[src/rtl/frame_streamer.sv]
// Window blitter: streams a winW x winH block from linear source memory to display
// coordinates with clipping. Optional colour-key skip under FRAME_STREAMER_COLOUR_KEY_EN.
module frame_streamer #(
  parameter int LCD_WIDTH  = 240,
  parameter int LCD_HEIGHT = 320,
  parameter int DATA_WIDTH = 16,
  parameter int ADDR_WIDTH = 17
) (
  input  logic                  clock,
  input  logic                  reset_n,
  input  logic                  start,
  input  logic [7:0]            winX,
  input  logic [8:0]            winY,
  input  logic [8:0]            winW,
  input  logic [8:0]            winH,
  output logic [ADDR_WIDTH-1:0] memAddr,
  input  logic [DATA_WIDTH-1:0] memRdData,
  output logic [7:0]            xAddr,
  output logic [8:0]            yAddr,
  output logic [DATA_WIDTH-1:0] pixelData,
  output logic                  pixelWrite,
  input  logic                  pixelReady,
  output logic                  busy,
  output logic                  done
`ifdef FRAME_STREAMER_COLOUR_KEY_EN
  ,
  input  logic                  keyEnable,
  input  logic [DATA_WIDTH-1:0] colourKey
`endif
);

  localparam logic [2:0] S_IDLE  = 3'd0;
  localparam logic [2:0] S_READ  = 3'd1;
  localparam logic [2:0] S_LOAD  = 3'd2;
  localparam logic [2:0] S_WRITE = 3'd3;
  localparam logic [2:0] S_DONE  = 3'd4;

  localparam logic [8:0] C_LCD_W = 9'(LCD_WIDTH);
  localparam logic [9:0] C_LCD_H = 10'(LCD_HEIGHT);

  logic [2:0]            r_state;
  logic [7:0]            r_winX;
  logic [8:0]            r_winY, r_winW, r_winH;
  logic [8:0]            r_col, r_row;
  logic [ADDR_WIDTH-1:0] r_memAddr;
  logic [7:0]            r_xAddr;
  logic [8:0]            r_yAddr;
  logic [DATA_WIDTH-1:0] r_pixelData;

  logic [8:0] w_xSum;
  logic [9:0] w_ySum;
  logic       w_clip, w_key, w_skip, w_lastCol, w_last, w_step, w_begin;

  // Widened sums so off-screen coordinates compare correctly before truncation.
  assign w_xSum    = {1'b0, r_winX} + r_col;
  assign w_ySum    = {1'b0, r_winY} + {1'b0, r_row};
  assign w_clip    = (w_xSum >= C_LCD_W) || (w_ySum >= C_LCD_H);
`ifdef FRAME_STREAMER_COLOUR_KEY_EN
  assign w_key     = keyEnable && (memRdData == colourKey);
`else
  assign w_key     = 1'b0;
`endif
  assign w_skip    = w_clip || w_key;
  assign w_lastCol = (r_col == r_winW - 9'd1);
  assign w_last    = w_lastCol && (r_row == r_winH - 9'd1);
  assign w_begin   = (r_state == S_IDLE) && start;
  // One pixel retires either by a display handshake or by being skipped at load.
  assign w_step    = ((r_state == S_LOAD) && w_skip) ||
                     ((r_state == S_WRITE) && pixelReady);

  always_ff @(posedge clock or negedge reset_n) begin
    if (!reset_n) begin
      r_state     <= S_IDLE;
      r_winX      <= '0;
      r_winY      <= '0;
      r_winW      <= '0;
      r_winH      <= '0;
      r_xAddr     <= '0;
      r_yAddr     <= '0;
      r_pixelData <= '0;
    end else begin
      case (r_state)
        S_IDLE: if (start) begin
          r_winX  <= winX;
          r_winY  <= winY;
          r_winW  <= winW;
          r_winH  <= winH;
          r_state <= (winW == 9'd0 || winH == 9'd0) ? S_DONE : S_READ;
        end
        S_READ: r_state <= S_LOAD;
        S_LOAD: begin
          if (w_skip) begin
            r_state <= w_last ? S_DONE : S_READ;
          end else begin
            r_pixelData <= memRdData;
            r_xAddr     <= w_xSum[7:0];
            r_yAddr     <= w_ySum[8:0];
            r_state     <= S_WRITE;
          end
        end
        S_WRITE: if (pixelReady) r_state <= w_last ? S_DONE : S_READ;
        S_DONE:  r_state <= S_IDLE;
        default: r_state <= S_IDLE;
      endcase
    end
  end

  // The final pixel leaves memAddr on its own address rather than one past it.
  always_ff @(posedge clock or negedge reset_n) begin
    if (!reset_n) begin
      r_col     <= '0;
      r_row     <= '0;
      r_memAddr <= '0;
    end else if (w_begin) begin
      r_col     <= '0;
      r_row     <= '0;
      r_memAddr <= '0;
    end else if (w_step && !w_last) begin
      r_memAddr <= r_memAddr + 1'b1;
      r_col     <= w_lastCol ? 9'd0 : r_col + 9'd1;
      r_row     <= w_lastCol ? r_row + 9'd1 : r_row;
    end
  end

  assign memAddr    = r_memAddr;
  assign xAddr      = r_xAddr;
  assign yAddr      = r_yAddr;
  assign pixelData  = r_pixelData;
  assign pixelWrite = (r_state == S_WRITE);
  assign busy       = (r_state != S_IDLE);
  assign done       = (r_state == S_DONE);

endmodule

[config.mk]
export PLATFORM = sky130hd
export DESIGN_NAME = frame_streamer
export DESIGN_NICKNAME = d
export VERILOG_FILES = /design/src/rtl/frame_streamer.sv
export SDC_FILE = /design/constraint.sdc
export NUM_CORES = 1
export LEC_CHECK = 0
export BUFFER_PORTS_ARGS = -buffer_cell sky130_fd_sc_hd__buf_2
export CAP_MARGIN = 20
export CELL_PAD_IN_SITES_DETAIL_PLACEMENT = 1
export CELL_PAD_IN_SITES_GLOBAL_PLACEMENT = 1
export CORE_AREA = 2 2 119 121
export CTS_CLUSTER_DIAMETER = 50
export CTS_CLUSTER_SIZE = 20
export DETAILED_ROUTE_END_ITERATION = 10
export DIE_AREA = 0 0 121 123
export HOLD_SLACK_MARGIN = 0.03
export PLACE_DENSITY = 0.91
export SYNTH_ARGS = -nofsm -noshare
export SYNTH_HDL_FRONTEND = slang
export SYNTH_SLANG_ARGS = --single-unit
[constraint.sdc]
create_clock -name clock -period 5.4 [get_ports clock]
set_input_delay 1.08 -clock clock [delete_from_list [all_inputs] [get_ports clock]]
set_output_delay 1.08 -clock clock [all_outputs]
set_load 0.02 [all_outputs]
=== After elaboration in Yosys (flattened, before gate mapping) ===
Cells that the tools add are included.

* Shift operators: 0
* Equality and inequality tests: 8
* Muxes and demuxes: 14
* Reduce and logical (&&, ||, !) cells: 19
* Add/subtract/negate cells: 7
* Div/mod/pow operators: 0
* Multipliers: 0
* Bitwise operators: 1
* Magnitude comparators: 2

{| class="wikitable"
|+ Operators with widths
! kind !! number
|-
| two-way mux 9 bit || 6
|-
| two-way mux 17 bit || 2
|-
| adder 9 x 1 -> 9 bit (second input constant) || 2
|-
| == test 9 bit || 2
|-
| logical NOT 9 bit || 2
|-
| subtractor 9 x 1 -> 9 bit (second input constant) || 2
|-
| adder 17 x 1 -> 17 bit (second input constant) || 1
|-
| two-way mux 3 bit || 5
|-
| case mux 3 bit (4 select lines) || 1
|-
| adder 9 x 9 -> 10 bit || 1
|-
| >= comparator 10 x 9 -> 1 bit (second input constant) || 1
|-
| adder 8 x 9 -> 9 bit || 1
|-
| >= comparator 9 x 8 -> 1 bit (second input constant) || 1
|-
| AND reduction 2 bit || 4
|-
| == test 3 x 2 -> 1 bit (second input constant) || 2
|-
| logical AND 1 bit || 5
|-
| nonzero test 2 bit || 2
|-
| == test 3 x 1 -> 1 bit (second input constant) || 1
|-
| == test 3 bit (second input constant) || 1
|-
| logical NOT 3 bit || 1
|-
| logical OR 1 bit || 3
|-
| nonzero test 3 bit || 1
|-
| inequality test 2 x 1 -> 1 bit (second input constant) || 1
|-
| inequality test 2 bit (second input constant) || 1
|-
| other kinds (2) || 2
|}

* Memories: 0
* Bits in writable memories: 0
* Memory bits (read-only): 0
* Bits of input ports: 55
* Register bits: 106
* Output and inout bits: 53
* Latch bits: 0

=== Logic depth before layout (Yosys ltp) ===
* Word-level depth: 8
* Mapped depth: 13
* Gate-level depth less buffers: 11

=== Worst setup path after synthesis ===
No wires, ideal clock.

* Path kind: reg-to-reg
* Start: register r_col[0]
* End: register r_row[2]
* Library setup time: 75 ps
* Arrival time: 3096 ps
* Cell stages (with the launch flop): 13
* Setup slack: 2229 ps
* Required time: 5325 ps
* Period minus slack after synthesis: 3171 ps
* Path through: dfrtp_1 > ha_1 > inv_1 > fa_1 > nand2b_1 > a2111o_1 > o211ai_1 > and4_1 > a211oi_1 > a21bo_2 > buf_4 > or4_2 > a21oi_2

* Cells in the longest elaborated chain, start to end: 8

{| class="wikitable"
|+ Ends and longest elaborated chain
! element !! RTL line !! text
|-
| start, declared || 44 || <nowiki>logic [8:0] r_col, r_row;</nowiki>
|-
| start signal, assigned || 120 || <nowiki>r_col <= w_lastCol ? 9'd0 : r_col + 9'd1;</nowiki>
|-
| adder 8 x 9 -> 9 bit || 55 || <nowiki>assign w_xSum = {1'b0, r_winX} + r_col;</nowiki>
|-
| >= comparator 9 x 8 -> 1 bit || 57 || <nowiki>assign w_clip = (w_xSum >= C_LCD_W) || (w_ySum >= C_LCD_H);</nowiki>
|-
| logical OR 1 bit || 57 ||
|-
| logical AND 1 bit || 68 || <nowiki>assign w_step = ((r_state == S_LOAD) && w_skip) ||</nowiki>
|-
| logical OR 1 bit || 68 ||
|-
| logical AND 1 bit || 118 || <nowiki>end else if (w_step && !w_last) begin</nowiki>
|-
| nonzero test 2 bit (no source line) || - ||
|-
| AND reduction 2 bit (no source line) (*) || - ||
|-
| end signal, assigned || 121 || <nowiki>r_row <= w_lastCol ? r_row + 9'd1 : r_row;</nowiki>
|-
| end, declared || 44 ||
|}

Every way passes the cells marked *; elsewhere a longest branch is shown, timed or not.
A chain may end at the register's enable or synchronous reset.

=== Worst setup path in the final report ===
* Start: register r_col[0]
* End: register r_pixelData[14], in the netlist pixelData[14]

* Cells in the longest elaborated chain, start to end: 5

{| class="wikitable"
|+ Ends and longest elaborated chain
! element !! RTL line !! text
|-
| adder 8 x 9 -> 9 bit || 55 ||
|-
| >= comparator 9 x 8 -> 1 bit || 57 ||
|-
| logical OR 1 bit || 57 ||
|-
| NOT 1 bit (no source line) || - ||
|-
| AND reduction 2 bit (no source line) || - ||
|-
| end signal, assigned || 95 || <nowiki>r_pixelData <= memRdData;</nowiki>
|-
| end, declared || 48 || <nowiki>logic [DATA_WIDTH-1:0] r_pixelData;</nowiki>
|}

Every way passes these cells.

==> results.sh <==
export IMPL_syn_inst=649
export IMPL_start_kind="flop"
export IMPL_rows=43
export IMPL_place_gp_congestion=0.895
export IMPL_p_leak_uw=0.00336
export IMPL_cp_max_fo=41
export IMPL_cp_top_family="simple AND/OR/NAND/NOR gates"
export IMPL_fin_nets=821
export IMPL_chipHeight_um=123
export IMPL_syn_num_nets=728
export IMPL_clockBufferDepth=2
export IMPL_antenna_left=0
export IMPL_h_tree_depth=3
export IMPL_rsz0062_at_grt="no"
export IMPL_synth_top_area_share_pct=43.5
export IMPL_drt_pass1_iterations=4
export IMPL_io_buffers=107
export IMPL_register_area_um2=2650
export IMPL_area_delta_synth_final_pct=16.6
export IMPL_diodes=0
export IMPL_numCtsBuffers=9
export IMPL_cts_sinks=106
export IMPL_viasPerCell=5.82
export IMPL_syn_area_um2=6100
export IMPL_yosys_top_cells_area="dfrtp_1, nand2_1, mux2_2"
export IMPL_drtIter0Drc=233
export IMPL_status="finished clean"
export IMPL_nFillCells=1561
export IMPL_cap_violations=0
export IMPL_vias=5393
export IMPL_fin_skew_ps=10.6
export IMPL_cp_data_arrival_time_ps=4460
export IMPL_setup_tns_ps=0
export IMPL_insertion_delay_ps=370
export IMPL_grt_pass1_wl_mm=28.6
export IMPL_crit_chain="ha_1, inv_1, fa_1, nand2b_1, a21oi_1, xor2_1, and4_1, a211oi_1, nand3_2, mux2_2"
export IMPL_initial_utilization_pct=44.8
export IMPL_path_clk_slew_ps=70
export IMPL_die_w_um=121
export IMPL_ctsResizeCount=0
export IMPL_track_usage_pct=24.5
export IMPL_drc_errors=0
export IMPL_final_max_slew_viol_count=0
export IMPL_drt_wl_total_mm=17.4
export IMPL_yosys_warnings=0
export IMPL_ys_types=72
export IMPL_pin_count=108
export IMPL_min_period_over_period_pct=78.2
export IMPL_p_per_area_nw_per_um2=563
export IMPL_setup_violations=0
export IMPL_grt_ovfl_total=0
export IMPL_grt_max_degree=60
export IMPL_path_class="flop to flop"
export IMPL_synth_yosys_seq_area_share_pct=43.5
export IMPL_cp_slowest_cell="nand3_2"
export IMPL_finish_utilization_pct=52.3
export IMPL_post_drt_wl_per_cell_um=18.8
export IMPL_postCtsHoldBufs=0
export IMPL_yosys_most_used_dff="dfrtp_1"
export IMPL_worstMarginPinSlew_ps=915
export IMPL_die_area_um2=14900
export IMPL_antenna_found_initial=0
export IMPL_slowest_delay_ps=880
export IMPL_grt_pass1_vias=5780
export IMPL_finalWorstSetupSlack_ps=1180
export IMPL_critPathBufInv=1
export IMPL_hp_class="flop to flop"
export IMPL_post_cts_setup_buffers=0
export IMPL_drive_above_1_share_pct=23.0
export IMPL_fmax_mhz=237
export IMPL_final_min_clock_period_ps=4220
export IMPL_yosys_area_top_type="dfrtp_1"
export IMPL_ys_ff_latch=106
export IMPL_multi_input_area_um2=3210
export IMPL_ys_async_sr_fraction_pct=100
export IMPL_hold_viol_final=0
export IMPL_hold_slack_ps=481
export IMPL_dp_hpwl_mm=12.5
export IMPL_cp_required_ps=5640
export IMPL_crit_path_end_kind="flop"
export IMPL_core_um2=13600
export IMPL_dp_slack_ps=1270
export IMPL_syn_avg_cell_area_um2=9.40
export IMPL_synth_edff_count=0
export IMPL_cts_tree="yes"
export IMPL_ir_drop_uv=217
export IMPL_relSlewSlack_pct=38.9
export IMPL_clk_root_buffer_cell="clkbuf_16"
where the power goes:
group / leakage (uW) / internal, uW / switching, uW
clock: 0.000169 / 479 / 306
combinational: 0.00185 / 738 / 1110
sequential: 0.00134 / 1080 / 288
total: 0.00336 / 2300 / 1700
area by class of cell:
type,count,area share [%]
multi-input cells,492,45.2
flip-flops and latches,106,37.3
repair buffers,112,8.27
clock buffers,12,3.61
well taps,180,3.17
clock inverters,4,1.37
inverters,21,1.11
flip-flops by register name (all words and copies together) (netlist names):
name	count
r_col	9
r_winX	8
memAddr	17
r_winH	9
r_row	9
r_state	3
yAddr	9
r_winY	9
pixelData	16
xAddr	8
r_winW	9
logic make-up (layout without fill, tap and decap cells):
group / count (synthesis) / in the layout / share of synthesized area (%)
mux: 34 / 34 / 6.09
xor+xnor: 29 / 29 / 4.16
simple gates: 284 / 284 / 23.3
compound gates: 121 / 121 / 13.8
flops: 106 / 106 / 43.5
fa+ha+maj: 24 / 24 / 5.17
buf+inv: 51 / 149 / 3.96
final timing paths:
path                            startpoint       endpoint  slack (ps)  cells past startpoint
worst max-delay path              r_col[0]  pixelData[14]        1180                     10
worst min-delay path              yAddr[3]       yAddr[3]         480                      2
worst max register to register    r_col[0]  pixelData[14]        1180                     10
worst min register to register    yAddr[3]       yAddr[3]         480                      2
max in group asynchronous          reset_n     memAddr[1]        3490                      2
min in group asynchronous          reset_n       xAddr[6]         760                      1
cell usage in the layout, fill, tap and decap left out, types with 6 or more instances in the layout:
master,n
mux2i_1,9
mux2_2,25
or4_1,8
o21ai_0,25
clkbuf_16,9
and3_1,8
o211ai_1,9
a21oi_1,17
inv_1,21
or3_1,6
nor3_1,11
dfrtp_1,106
ha_1,22
nor3b_1,7
and2_1,6
nand3_1,24
xor2_1,16
nand2_1,136
nand4_1,9
xnor2_1,13
buf_2,106
nor2_1,25
o31ai_1,14
nor2b_1,6
synthesized netlist by cell type, types with 5 or more instances:
master and n:
xnor2_1 13, o21ai_0 25, xor2_1 16, a211oi_1 5, a21o_1 5, or4_1 8, o31ai_1 14, nor3_1 11
nand4_1 9, o211ai_1 9, and2_1 7, mux2_2 25, clkbuf_1 19, inv_1 21, or3_1 6, nand2b_1 5
nor4_1 5, nor2_1 25, nand3_1 25, nor2b_1 6, and3_1 8, ha_1 22, nor3b_1 7, mux2i_1 9
dfrtp_1 106, a21oi_1 17, nand2_1 136
worst min-delay path, delay by kind of cell (launching register included):
family | cells | cell delay, ps
AOI/OAI and AO/OA | 1 | 60
and+or+nand+nor | 1 | 50
DFF | 1 | 340
through the flow:
step / cell area [um^2] / power (uW) / cells
floorplan: 6100 / 2630 / 649
global placement: 6740 / 3060 / 910
detailed placement: 6740 / 3210 / 910
CTS: 7090 / 4020 / 926
global route: 7110 / 4280 / 927
finish: 7110 / 4000 / 927
metal layers:
layer / share of wire (%) / track usage [%]
met2: 53 / 45.2
met3: 3.8 / 5.12
met5: 0 / 0
met4: 2.6 / 9.38
met1: 40 / 27.8
No activity file was read; power rests on OpenSTA's default activity.
